[src/rtl/wm_audio_pkg.sv]
// Shared constants for the WM8731 audio path: default I2S geometry and LRC encoding.
package wm_audio_pkg;

  localparam int SAMPLE_W_DEF = 16;
  localparam int SLOT_W_DEF   = 32;
  localparam int CLK_DIV_DEF  = 8;

  localparam logic LRC_LEFT  = 1'b0;
  localparam logic LRC_RIGHT = 1'b1;

  localparam int STEREO_W = 2 * SAMPLE_W_DEF;

endpackage

[src/rtl/wm_bclk_gen.sv]
// BCLK divider: toggles the bit clock every CLK_DIV system clocks and flags the
// system-clock edges on which BCLK rises or falls.
module wm_bclk_gen #(
  parameter int CLK_DIV = 8
) (
  input  logic clk,
  input  logic rst,
  output logic bclk,
  output logic rise_tick,
  output logic fall_tick
);

  localparam int DIV_W = $clog2(CLK_DIV);

  logic [DIV_W-1:0] div_q, div_d;
  logic             bclk_q, bclk_d;
  logic             term;

  // Next divider count and BCLK level; ticks mark the edge where BCLK changes
  always_comb begin
    term      = (div_q == DIV_W'(CLK_DIV - 1));
    div_d     = term ? '0 : div_q + DIV_W'(1);
    bclk_d    = term ? ~bclk_q : bclk_q;
    rise_tick = term && !bclk_q;
    fall_tick = term && bclk_q;
  end

  // Divider and BCLK registers
  always_ff @(posedge clk) begin
    if (rst) begin
      div_q  <= '0;
      bclk_q <= 1'b0;
    end else begin
      div_q  <= div_d;
      bclk_q <= bclk_d;
    end
  end

  assign bclk = bclk_q;

endmodule

[src/rtl/wm_i2s_dac_tx.sv]
// I2S master transmitter for the WM8731 DAC path with a one-entry sample buffer.
// Optional ADC receive path enabled by defining WM_I2S_ADC_RX_EN.
module wm_i2s_dac_tx
  import wm_audio_pkg::*;
#(
  parameter int CLK_DIV  = CLK_DIV_DEF,
  parameter int SAMPLE_W = SAMPLE_W_DEF,
  parameter int SLOT_W   = SLOT_W_DEF
) (
  input  logic                  CLK,
  input  logic                  RST,
  input  logic [2*SAMPLE_W-1:0] S_DATA,
  input  logic                  S_VALID,
  output logic                  S_READY,
  output logic                  WM_BCLK,
  output logic                  WM_DACLRC,
  output logic                  WM_DACDAT,
  output logic                  WM_ADCLRC,
  input  logic                  WM_ADCDAT,
  output logic [2*SAMPLE_W-1:0] ADC_DATA,
  output logic                  ADC_VALID,
  output logic                  UNDERFLOW
);

  localparam int FRAME_BITS = 2 * SLOT_W;
  localparam int CNT_W      = $clog2(FRAME_BITS);

  logic rise_tick, fall_tick, wrap;

  logic [CNT_W-1:0]      bit_cnt_q, bit_cnt_d, bit_nxt;
  logic                  lrc_q, lrc_d;
  logic                  dacdat_q, dacdat_d;
  logic                  hold_full_q, hold_full_d;
  logic                  underflow_q, underflow_d;
  logic [2*SAMPLE_W-1:0] hold_q, hold_d;
  logic [2*SAMPLE_W-1:0] frame_q, frame_d;

  // Bit position within the current channel slot.
  function automatic int slot_pos(input int pos);
    return (pos >= SLOT_W) ? pos - SLOT_W : pos;
  endfunction

  // Serial bit for a frame position: one-bit I2S delay, MSB first, zero padding.
  function automatic logic dac_bit(input logic [2*SAMPLE_W-1:0] frame, input int pos);
    int                    p;
    int                    idx;
    logic [2*SAMPLE_W-1:0] sh;
    p = slot_pos(pos);
    if (p < 1 || p > SAMPLE_W) return 1'b0;
    idx = SAMPLE_W - p + ((pos >= SLOT_W) ? 0 : SAMPLE_W);
    sh  = frame >> idx;
    return sh[0];
  endfunction

  wm_bclk_gen #(
    .CLK_DIV (CLK_DIV)
  ) u_bclk (
    .clk       (CLK),
    .rst       (RST),
    .bclk      (WM_BCLK),
    .rise_tick (rise_tick),
    .fall_tick (fall_tick)
  );

  assign S_READY = !hold_full_q;

  // Handshake, bit counter, LRC, serial data and frame load on BCLK falls
  always_comb begin
    bit_cnt_d   = bit_cnt_q;
    lrc_d       = lrc_q;
    dacdat_d    = dacdat_q;
    hold_full_d = hold_full_q;
    hold_d      = hold_q;
    frame_d     = frame_q;
    underflow_d = 1'b0;
    bit_nxt     = (bit_cnt_q == CNT_W'(FRAME_BITS - 1)) ? '0 : bit_cnt_q + CNT_W'(1);
    wrap        = fall_tick && (bit_cnt_q == CNT_W'(FRAME_BITS - 1));

    if (S_VALID && !hold_full_q) begin
      hold_full_d = 1'b1;
      hold_d      = S_DATA;
    end

    if (fall_tick) begin
      bit_cnt_d = bit_nxt;
      lrc_d     = (int'(bit_nxt) >= SLOT_W) ? LRC_RIGHT : LRC_LEFT;
      dacdat_d  = dac_bit(frame_q, int'(bit_nxt));
      if (wrap) begin
        if (hold_full_q) begin
          frame_d     = hold_q;
          hold_full_d = 1'b0;
        end else begin
          frame_d     = '0;
          underflow_d = 1'b1;
        end
      end
    end
  end

  // Control registers, cleared by reset
  always_ff @(posedge CLK) begin
    if (RST) begin
      bit_cnt_q   <= CNT_W'(FRAME_BITS - 1);
      lrc_q       <= LRC_LEFT;
      dacdat_q    <= 1'b0;
      hold_full_q <= 1'b0;
      underflow_q <= 1'b0;
    end else begin
      bit_cnt_q   <= bit_cnt_d;
      lrc_q       <= lrc_d;
      dacdat_q    <= dacdat_d;
      hold_full_q <= hold_full_d;
      underflow_q <= underflow_d;
    end
  end

  // Sample payload registers; qualified by hold_full / frame load, so no reset
  always_ff @(posedge CLK) begin
    hold_q  <= hold_d;
    frame_q <= frame_d;
  end

  assign WM_DACLRC = lrc_q;
  assign WM_DACDAT = dacdat_q;
  assign UNDERFLOW = underflow_q;

`ifdef WM_I2S_ADC_RX_EN
  logic [SAMPLE_W-1:0]   adc_l_q, adc_l_d, adc_r_q, adc_r_d;
  logic [2*SAMPLE_W-1:0] adc_data_q, adc_data_d;
  logic                  adc_valid_q, adc_valid_d;
  logic                  adc_seen_q, adc_seen_d;
  int                    adc_p;

  // Shift in ADC bits on BCLK rises; publish the finished frame at each boundary
  always_comb begin
    adc_l_d     = adc_l_q;
    adc_r_d     = adc_r_q;
    adc_data_d  = adc_data_q;
    adc_valid_d = 1'b0;
    adc_seen_d  = adc_seen_q;
    adc_p       = slot_pos(int'(bit_cnt_q));
    if (rise_tick && adc_p >= 1 && adc_p <= SAMPLE_W) begin
      if (lrc_q == LRC_RIGHT) adc_r_d = {adc_r_q[SAMPLE_W-2:0], WM_ADCDAT};
      else                    adc_l_d = {adc_l_q[SAMPLE_W-2:0], WM_ADCDAT};
    end
    if (wrap) begin
      adc_seen_d = 1'b1;
      if (adc_seen_q) begin
        adc_data_d  = {adc_l_q, adc_r_q};
        adc_valid_d = 1'b1;
      end
    end
  end

  // ADC output and first-frame flag registers
  always_ff @(posedge CLK) begin
    if (RST) begin
      adc_data_q  <= '0;
      adc_valid_q <= 1'b0;
      adc_seen_q  <= 1'b0;
    end else begin
      adc_data_q  <= adc_data_d;
      adc_valid_q <= adc_valid_d;
      adc_seen_q  <= adc_seen_d;
    end
  end

  // ADC shift registers; only read once fully refilled
  always_ff @(posedge CLK) begin
    adc_l_q <= adc_l_d;
    adc_r_q <= adc_r_d;
  end

  assign WM_ADCLRC = lrc_q;
  assign ADC_DATA  = adc_data_q;
  assign ADC_VALID = adc_valid_q;
`else
  logic unused_adc;
  assign unused_adc = WM_ADCDAT ^ rise_tick;
  assign WM_ADCLRC  = 1'b0;
  assign ADC_DATA   = '0;
  assign ADC_VALID  = 1'b0;
`endif

endmodule

[config.mk]
export PLATFORM = sky130hd
export DESIGN_NAME = wm_i2s_dac_tx
export DESIGN_NICKNAME = d
export VERILOG_FILES = /design/src/rtl/wm_audio_pkg.sv /design/src/rtl/wm_bclk_gen.sv /design/src/rtl/wm_i2s_dac_tx.sv
export SDC_FILE = /design/constraint.sdc
export NUM_CORES = 1
export LEC_CHECK = 0
export ABC_CLOCK_PERIOD_IN_PS = 4400
export CAP_MARGIN = 15
export CORE_ASPECT_RATIO = 1.4
export CORE_MARGIN = 1
export CORE_UTILIZATION = 52
export CTS_BUF_LIST = sky130_fd_sc_hd__clkbuf_16
export DETAILED_ROUTE_END_ITERATION = 7
export PLACE_DENSITY = 0.84
export SYNTH_ARGS = -nofsm -noshare
export SYNTH_HDL_FRONTEND = slang
export SYNTH_HIERARCHICAL = 1
export SYNTH_SLANG_ARGS = --single-unit
[constraint.sdc]
create_clock -name CLK -period 4.4 [get_ports CLK]
set_input_delay 0.44 -clock CLK [delete_from_list [all_inputs] [get_ports CLK]]
set_output_delay 0.44 -clock CLK [all_outputs]
set_load 0.005 [all_outputs]
## Word level (Yosys, flattened, before mapping)

Index checks and enable logic that the tools add are counted.

| storage, ports and cells | value |
|---|---|
| flip-flop bits (word level) | 78 |
| input port bits | 36 |
| word-level logic and storage cells | 44 |

| cells by class | value |
|---|---|
| add/subtract/negate cells | 5 |
| order comparisons | 3 |
| eq/ne operators | 2 |
| shift-type cells | 1 |
| multiplexer cells | 13 |
| bitwise logic cells | 3 |
| reduce and logical (&&, ||, !) cells | 8 |

Operators by type and width:

| kind | count |
|---|---|
| 32-bit by 6-bit adder with 32-bit output | 1 |
| 32-bit by 6-bit greater-than comparator with 1-bit output (second input constant) | 1 |
| 32-bit by 2-bit less-than comparator with 1-bit output (second input constant) | 1 |
| 32-bit 2-to-1 mux | 1 |
| 32-bit by 32-bit right shift with 1-bit output | 1 |
| 6-bit by 32-bit subtractor with 32-bit output (first input constant) | 1 |
| 1-bit 2-to-1 mux | 10 |
| 6-bit by 6-bit subtractor with 7-bit output (second input constant) | 1 |
| 6-bit by 1-bit adder with 6-bit output (second input constant) | 1 |
| 6-bit == test (second input constant) | 1 |
| 6-bit greater-or-equal comparator (second input constant) | 1 |
| 6-bit 2-to-1 mux | 1 |
| 5-bit 2-to-1 mux | 1 |
| 3-bit by 1-bit adder with 3-bit output (second input constant) | 1 |
| 3-bit == test (second input constant) | 1 |
| 1-bit logical AND | 3 |
| 1-bit NOT | 3 |
| 3-bit OR reduction | 1 |
| 2-bit AND reduction | 1 |
| 2-bit OR reduction | 1 |
| 1-bit logical NOT | 1 |
| 1-bit logical OR | 1 |

## Depth between registers and ports, before layout

Gate-level depths: netlist of the first run.

| depth | value |
|---|---|
| word-level depth | 9 |
| depth in mapped cells | 17 |
| depth with buffers taken out | 16 |

## Modules after synthesis

The synthesis of the first run kept the hierarchy.

By module, submodules not included:

| module | instances | cells an instance | area an instance (um^2) |
|---|---|---|---|
| wm_i2s_dac_tx | 1 | 283 | 3608.5 |
| wm_bclk_gen | 1 | 13 | 151.4 |

## Least setup slack after synthesis of the first run

No wires, ideal clock.

| path | value |
|---|---|
| kind | reg2reg |
| from | register u_bclk.div_q[0] |
| to | register frame_q[0], enable pin |
| library setup time | 465 ps |
| data arrival time | 3242 ps |
| data required time | 3935 ps |
| slack | 693 ps |
| stages on the path, launching flop included | 6 |
| period minus slack after synthesis | 3707 ps |
| cell sequence | dfxtp_1 > ha_1 > ha_1 > and2_2 > inv_1 > nor3_1 |

| between the ends | value |
|---|---|
| longest elaborated chain between the ends | 4 |

RTL lines:

| what | RTL line | text |
|---|---|---|
| start: declaration | wm_bclk_gen.sv:15 | `logic [DIV_W-1:0] div_q, div_d;` |
| start signal: assignment | wm_bclk_gen.sv:34 | `div_q <= div_d;` |
| 3-bit == test (*) | wm_bclk_gen.sv:21 | `term = (div_q == DIV_W'(CLK_DIV - 1));` |
| 1-bit logical AND (*) | wm_bclk_gen.sv:25 | `fall_tick = term && bclk_q;` |
| via fall_tick | wm_i2s_dac_tx.sv:28 | `logic rise_tick, fall_tick, wrap;` |
| 1-bit logical AND | wm_i2s_dac_tx.sv:77 | `wrap = fall_tick && (bit_cnt_q == CNT_W'(FRAME_BITS - 1));` |
| 2-bit AND reduction (no source line) (*) | n/a |  |
| end signal: assignment | wm_i2s_dac_tx.sv:120 | `frame_q <= frame_d;` |
| end: declaration | wm_i2s_dac_tx.sv:36 | `logic [2*SAMPLE_W-1:0] frame_q, frame_d;` |

Mark *: on every way through the listed nets, which the timed path passes. The rest lies on a longest branch.
A chain may end at the register's enable or synchronous reset.

## Final worst setup path of the first run

| path | value |
|---|---|
| from | register bit_cnt_q[0] |
| to | register dacdat_q (netlist: WM_DACDAT) |

| between the ends | value |
|---|---|
| longest elaborated chain between the ends | 9 |
| elaborated cells between the ends (all ways) | 16 |
| those cells by class | add/sub: 4; order compare: 3; eq/ne: 1; shift: 1; mux: 6; reduce/logical: 1 |

RTL lines:

| what | RTL line | text |
|---|---|---|
| start: declaration | wm_i2s_dac_tx.sv:30 | `logic [CNT_W-1:0] bit_cnt_q, bit_cnt_d, bit_nxt;` |
| start signal: assignment | wm_i2s_dac_tx.sv:103 | `bit_cnt_q <= CNT_W'(FRAME_BITS - 1);` |
| start signal: assignment | wm_i2s_dac_tx.sv:109 | `bit_cnt_q <= bit_cnt_d;` |
| 6-bit by 1-bit adder with 6-bit output or 6-bit == test (tied branches) | wm_i2s_dac_tx.sv:76 | `bit_nxt = (bit_cnt_q == CNT_W'(FRAME_BITS - 1)) ? '0 : bit_cnt_q + CNT_W'(1);` |
| 6-bit 2-to-1 mux (*) | wm_i2s_dac_tx.sv:76 |  |
| via bit_nxt[4] | wm_i2s_dac_tx.sv:30 |  |
| parallel branches: the longest is 6 deep, another holds 6-bit by 32-bit subtractor with 32-bit output | n/a |  |
| 1-bit 2-to-1 mux (*) | wm_i2s_dac_tx.sv:50 | `idx = SAMPLE_W - p + ((pos >= SLOT_W) ? 0 : SAMPLE_W);` |
| end signal: assignment | wm_i2s_dac_tx.sv:111 | `dacdat_q <= dacdat_d;` |
| end: declaration | wm_i2s_dac_tx.sv:32 | `logic dacdat_q, dacdat_d;` |

Mark *: on every way through the listed nets, which the timed path passes. The select of a mux whose other input is x is not followed.

==> metrics.md, run 1 <==
| Metric | Value |
|---|---|
| Status | finished clean |
| Worst-path fanout max | 10 |
| Setup Viol. Count Final | 0 |
| Total power | 1.60 mW |
| IO Port Bufs | 39 |
| CTS Buf Count | 9 |
| CP max stage delay | 520 ps |
| Final Hold Fails | 0 |
| DP HPWL | 3.89 mm |
| Synth Instances | 295 |
| Reg-to-reg endpoint | WM_DACDAT |
| Slowest cell on the critical path | xnor2_1 |
| Deepest clock path buffer count | 2 |
| Vias per cell | 4.97 |
| Slew HR | 37.4% |
| DRC viols | 0 |
| Fin worst setup slack | 483 ps |
| Worst path cell trace | ha_1 -> and2_4 -> nand2_1 -> xnor2_1 -> ha_1 -> nor2b_1 -> o21ai_4 -> and3_1 -> ha_1 -> nand2_1 -> nor3_1 -> nand4_1 -> a211o_1 -> a311o_1 -> o21ai_1 |
| Wire per inst | 12.6 um |
| Critical path capture point type | flip-flop |
| Number of global-route vias before repair | 2165 |
| Die Wd | 73.8 um |
| Arrival @ worst endpoint | 4180 ps |
| Global-route wire length before repair | 9.38 mm |
| WHS | 429 ps |
| R2r setup slk | 480 ps |
| Gr ovfl total | 0 |
| # nets final | 390 |
| Pins over their slew limit | 0 |
| I/O pins | 75 |
| Clk root buf | clkbuf_16 |
| Crit Path Class | flip-flop to flip-flop |
| Reg clk slew, reported paths | 60 ps |
| Initial drt markers | 125 |
| Peak VDD IR | 0.000396 V |
| Post-Route WL | 5.53 mm |
| Max Freq | 0.255 GHz |
| Most Frequent Cell on Critical Path | ha_1 |
| Diode count | 0 |
| CP endpoint | WM_DACDAT |
| Pre-Repair DR Iteration Count | 4 |
| Vias | 2182 |
| Required time of the critical path | 4670 ps |
| Largest net degree at the start of global routing | 38 |
| Initial core utilization | 53.8% |
| Final period util | 89.0% |
| FF-to-FF path depth | 15 |
| Hold path depth | 1 |
| Antenna Nets Post-Route | 0 |
| Clock sinks | 78 |
| Final min period | 3920 ps |
| Area of the core | 6980 um^2 |
| Synthesized area | 3750 um^2 |
| Dpl cells | 423 |
| Synthesized area per cell | 12.7 um^2 |
| Pre-CTS WS | 503 ps |
| Area grow syn2layout | 16.8% |
| RSZ-0062 raised after global routing | no |
| Power Density | 366 nW/um^2 |
| Finished Cell Area | 4380 um^2 |
| Slew @ Worst Pin | 937 ps |
| Crit Reg-Reg Startpoint | bit_cnt_q[0] |
| Critical path origin | bit_cnt_q[0] |
| Gpl congestion | 0.831 |
| H-tree depth | 3 |
| CTS tree | done |
| Die footprint | 7570 um^2 |
| Row Count | 36 |
| Placed Instance Area | 4090 um^2 |
| Setup TNS | 0 ps |
| Tot GR Track Use | 16.9% |
| Final Util | 62.8% |
| P_leak | 1.69 nW |
| Layout cell share with drive strength beyond 1 | 8.43% |
| Worst min-delay path class | flip-flop to flip-flop |
| Clock Skew | 6.02 ps |
| CP Launch Type | flip-flop |
| CTS hold repair buffers | 0 |
| Final Non-Filler Cells | 439 |
| Cts repair resizes | 0 |
| Die Y | 103 um |
| Max_cap viols | 0 |
| Initial antenna violation count | 0 |
| Yosys warns | 6 |
| Clk_lat worst skew | 330 ps |
| Postcts setup bufs | 0 |
[worst max-delay path, delay by kind of cell (launching register included)]
kind | cells | cell delay [ps]
AO/OA/AOI/OAI | 4 | 720
XOR/XNOR | 1 | 520
flip-flops | 1 | 490
adder cells (fa/ha/maj) | 3 | 1010
AND/OR/NAND/NOR | 7 | 1120
[layer usage]
metal / vias to the layer above / track usage (%) / wire (um)
met5: - / 0 / 0
met4: 0 / 8.88 / 147
met3: 13 / 5.38 / 226
met2: 61 / 30.3 / 3090
met1: 1030 / 17.4 / 2060
li1: 1078 / - / -
[flip-flops by register name, summed over array words and instances, names as in the netlist]
signal / flops
u_bclk/bclk: 1
bit_cnt_q: 6
hold_full_q: 1
u_bclk/div_q: 3
hold_q: 32
UNDERFLOW: 1
WM_DACDAT: 1
WM_DACLRC: 1
frame_q: 32
[final cells by class]
cell class | count | area (um^2)
clock inverters | 6 | 61.3
inverters | 2 | 7.51
clock buffers | 9 | 225
repair buffers | 42 | 413
fillers | 528 | 2600
flip-flops and latches | 78 | 2200
well taps | 95 | 119
multi-input cells | 207 | 1360
[how the worst min path moves through the flow]
stage	start	end	slack, ps
2_1_floorplan	u_bclk/div_q[0]	u_bclk/div_q[0]	400
3_3_place_gp	u_bclk/div_q[0]	u_bclk/div_q[0]	410
3_5_place_dp	u_bclk/div_q[0]	u_bclk/div_q[0]	420
4_1_cts	u_bclk/div_q[0]	u_bclk/div_q[0]	430
5_1_grt	u_bclk/div_q[0]	u_bclk/div_q[0]	450
6_report	u_bclk/div_q[0]	u_bclk/div_q[0]	430
[where the power goes]
part	internal [mW]	leakage, nW	switching, mW	total [mW]
combinational	0.0405	0.837	0.0282	0.0687
sequential	0.821	0.713	0.00940	0.831
clock	0.434	0.143	0.270	0.704
[cells in the final DEF (no fill, tap or decap), drive strengths merged, types with 3 or more instances in the layout]
cell type / n
edfxtp: 64
conb: 42
clkdlybuf4s50: 39
and2: 34
dfxtp: 14
ha: 14
o21ai: 12
nand2: 11
nor2: 11
and3: 10
clkbuf: 9
nand3: 7
a21oi: 6
xnor2: 6
nor3: 5
a211o: 4
nand2b: 4
nor3b: 4
nor2b: 4
clkinv: 4
mux2i: 3
buf: 3
inv: 3
No activity file was read; power rests on OpenSTA's default activity.
==> run 2, diff against run 1 <==
- GPL_ROUTABILITY_DRIVEN: not set -> 0
==> results of run 2 <==
Final layout, timing and power as in run 1 (identical DEF).
==> run 3, diff against run 2 <==
- CORE_UTILIZATION: 52 -> 40
- PLACE_DENSITY: 0.84 -> not set
==> run 3 against run 2 <==
First-iteration DRC count is 56% lower. Non-clock buffer count grew 1. The run now ends with design-rule violations left. Fmax grew 1.1%.
==> metrics.md, run 3 (same netlist as run 1, synthesis figures left out) <==
| Metric | Value |
|---|---|
| Busiest grt layer | met2 |
| CP Launch Type | flip-flop |
| Met3 usage | 3.25% (-2.1 points) |
| WHS | 418 ps (-11.0 ps) |
| DRC viols | 3 (+3) |
| Area grow syn2layout | 18.1% |
| Clk root buf | clkbuf_16 |
| IO Port Bufs | 39 (unchanged) |
| P_leak | 1.70 nW (+0.68%) |
| Filler cell count | 837 (+59%) |
| Setup TNS | 0 ps (unchanged) |
| Final min period | 3870 ps (-43.8 ps) |
| Clock Skew | 5.30 ps (-0.718 ps) |
| Final period util | 88.0% (-0.99 points) |
| Clk_lat worst skew | 330 ps (about the same) |
| Wire per inst | 11.8 um (-6.4%) |
| DP HPWL | 3.74 mm (-3.8%) |
| Die Wd | 83.9 um (+14%) |
| Cts repair resizes | 0 (unchanged) |
| Initial core utilization | 41.3% (-12 points) |
| I/O pins | 75 (unchanged) |
| Slew HR | 40.5% (+3.1 points) |
| Worst min-delay path class | flip-flop to flip-flop |
| Area of the core | 9080 um^2 (+30%) |
| Met2 global-route usage | 20.8% (-9.5 points) |
| Die footprint | 9780 um^2 (+29%) |
| Initial antenna violation count | 0 (unchanged) |
| Pre-Repair DR Iteration Count | 6 (+2) |
| Failing checks | design-rule violations |
| # nets final | 391 (+0.26%) |
| Top Registers | frame_q (32), hold_q (32), bit_cnt_q (6) |
| CTS tree | done |
| CTS hold repair buffers | 0 (unchanged) |
| Arrival @ worst endpoint | 4140 ps (-40 ps) |
| Vias per cell | 4.67 (-6.1%) |
| Worst-path fanout max | 10 (unchanged) |
| Critical path capture point type | flip-flop |
| Most frequent cells in the layout | edfxtp_1, conb_1, clkdlybuf4s50_1 |
| Antenna Nets Post-Route | 0 (unchanged) |
| Status | finished, violations left |
| Finished Cell Area | 4430 um^2 (+1.1%) |
| Deepest clock path buffer count | 2 (unchanged) |
| Crit Path Class | flip-flop to flip-flop |
| Pins over their slew limit | 0 (unchanged) |
| Die Y | 117 um (+14%) |
| Required time of the critical path | 4660 ps (about the same) |
| Tot GR Track Use | 12.0% (-4.9 points) |
| Initial drt markers | 55 (-56%) |
| Commonest non-fill, non-tap cell in the layout | edfxtp_1 |
| Max Freq | 0.258 GHz (+1.1%) |
| Diode count | 0 (unchanged) |
| Power Density | 375 nW/um^2 (+2.6%) |
| Vias | 2115 (-3.1%) |
| Postcts setup bufs | 0 (unchanged) |
| Row Count | 41 (+14%) |
| Max_cap viols | 0 (unchanged) |
| Post-Route WL | 5.34 mm (-3.4%) |
| Peak VDD IR | 0.000239 V (-40%) |
| Gr ovfl total | 0 (unchanged) |
| Placed Instance Area | 4110 um^2 (+0.55%) |
| Clock sinks | 78 (unchanged) |
| Global-route wire length before repair | 8.91 mm (-4.9%) |
| Final Hold Fails | 0 (unchanged) |
| Global-route track usage on met1 | 13.2% (-4.3 points) |
| Number of global-route vias before repair | 1975 (-8.8%) |
| H-tree depth | 3 (unchanged) |
| CTS Buf Count | 9 (unchanged) |
| Largest net degree at the start of global routing | 38 (unchanged) |
| Setup Viol. Count Final | 0 (unchanged) |
| Slew @ Worst Pin | 885 ps (-52.3 ps) |
| RSZ-0062 raised after global routing | no |
| Reg clk slew, reported paths | 60 ps (about the same) |
| Layout cell share with drive strength beyond 1 | 8.67% (+0.24 points) |
==> run 3: cell types whose count changed in the layout (fill, tap and decap cells not counted) <==
cell and change:
inv_6 -1, clkinv_1 +1, bufinv_16 +1, clkinvlp_4 +1, clkinv_2 -1, buf_4 +1
==> run 3: cell type report <==
class | count | area (um^2) | area share, %
clock inverter | 7 | 88.8 | 2.00
tap | 107 | 134 | 3.02
clock buffer | 9 | 225 | 5.08
sequential | 78 | 2200 | 49.7
multi-input combinational | 207 | 1360 | 30.6
inverter | 2 | 7.51 | 0.169
timing repair buffer | 43 | 420 | 9.48
==> run 3: layer usage <==
metal  vias up  share of wire, %
met5         -                 0
met4         0               2.4
met3        10               3.3
met2        43                54
met1       982                41
li1       1080                 -
==> run 3: path summary, 6_finish.rpt <==
kind	startpoint	endpoint	slack, ps	cells past startpoint
hold reg to reg	u_bclk/div_q[0]	u_bclk/div_q[0]	420	1
setup / recovery	bit_cnt_q[0]	WM_DACDAT	530	15
setup reg to reg	bit_cnt_q[0]	WM_DACDAT	530	15
hold / removal	u_bclk/div_q[0]	u_bclk/div_q[0]	420	1
==> run 3: metrics by stage <==
| step | cells | setup slack (ps) | total power [mW] | util (%) |
|---|---|---|---|---|
| final | 453 | 527 | 1.66 | 48.8 |
| after global routing | 453 | 90.5 | 1.73 | 48.8 |
| after CTS | 452 | 525 | 1.69 | 48.8 |
| after detailed placement | 436 | 554 | 0.914 | 45.3 |
| after global placement | 436 | 587 | 0.911 | 45.3 |
| after floorplan | 335 | 707 | 0.896 | - |
==> run 3: power by group <==
| part | leakage, nW | total, mW | internal (mW) | switching [mW] |
|---|---|---|---|---|
| Sequential | 0.713 | 0.830 | 0.821 | 0.00846 |
| Combinational | 0.842 | 0.0675 | 0.0403 | 0.0272 |
| Clock | 0.150 | 0.767 | 0.492 | 0.275 |
==> run 3: critical path, cell delays in order (launching register included) <==
cell and delay (ps):
dfxtp_1 490, ha_1 370, and2_4 210, nand2_1 60, xnor2_1 470, ha_1 350
nor2b_1 200, o21ai_4 110, and3_1 200, ha_1 290, nand4_1 80, nor3b_1 220
nand4_1 130, a211o_1 240, a311o_1 270, o21ai_1 110
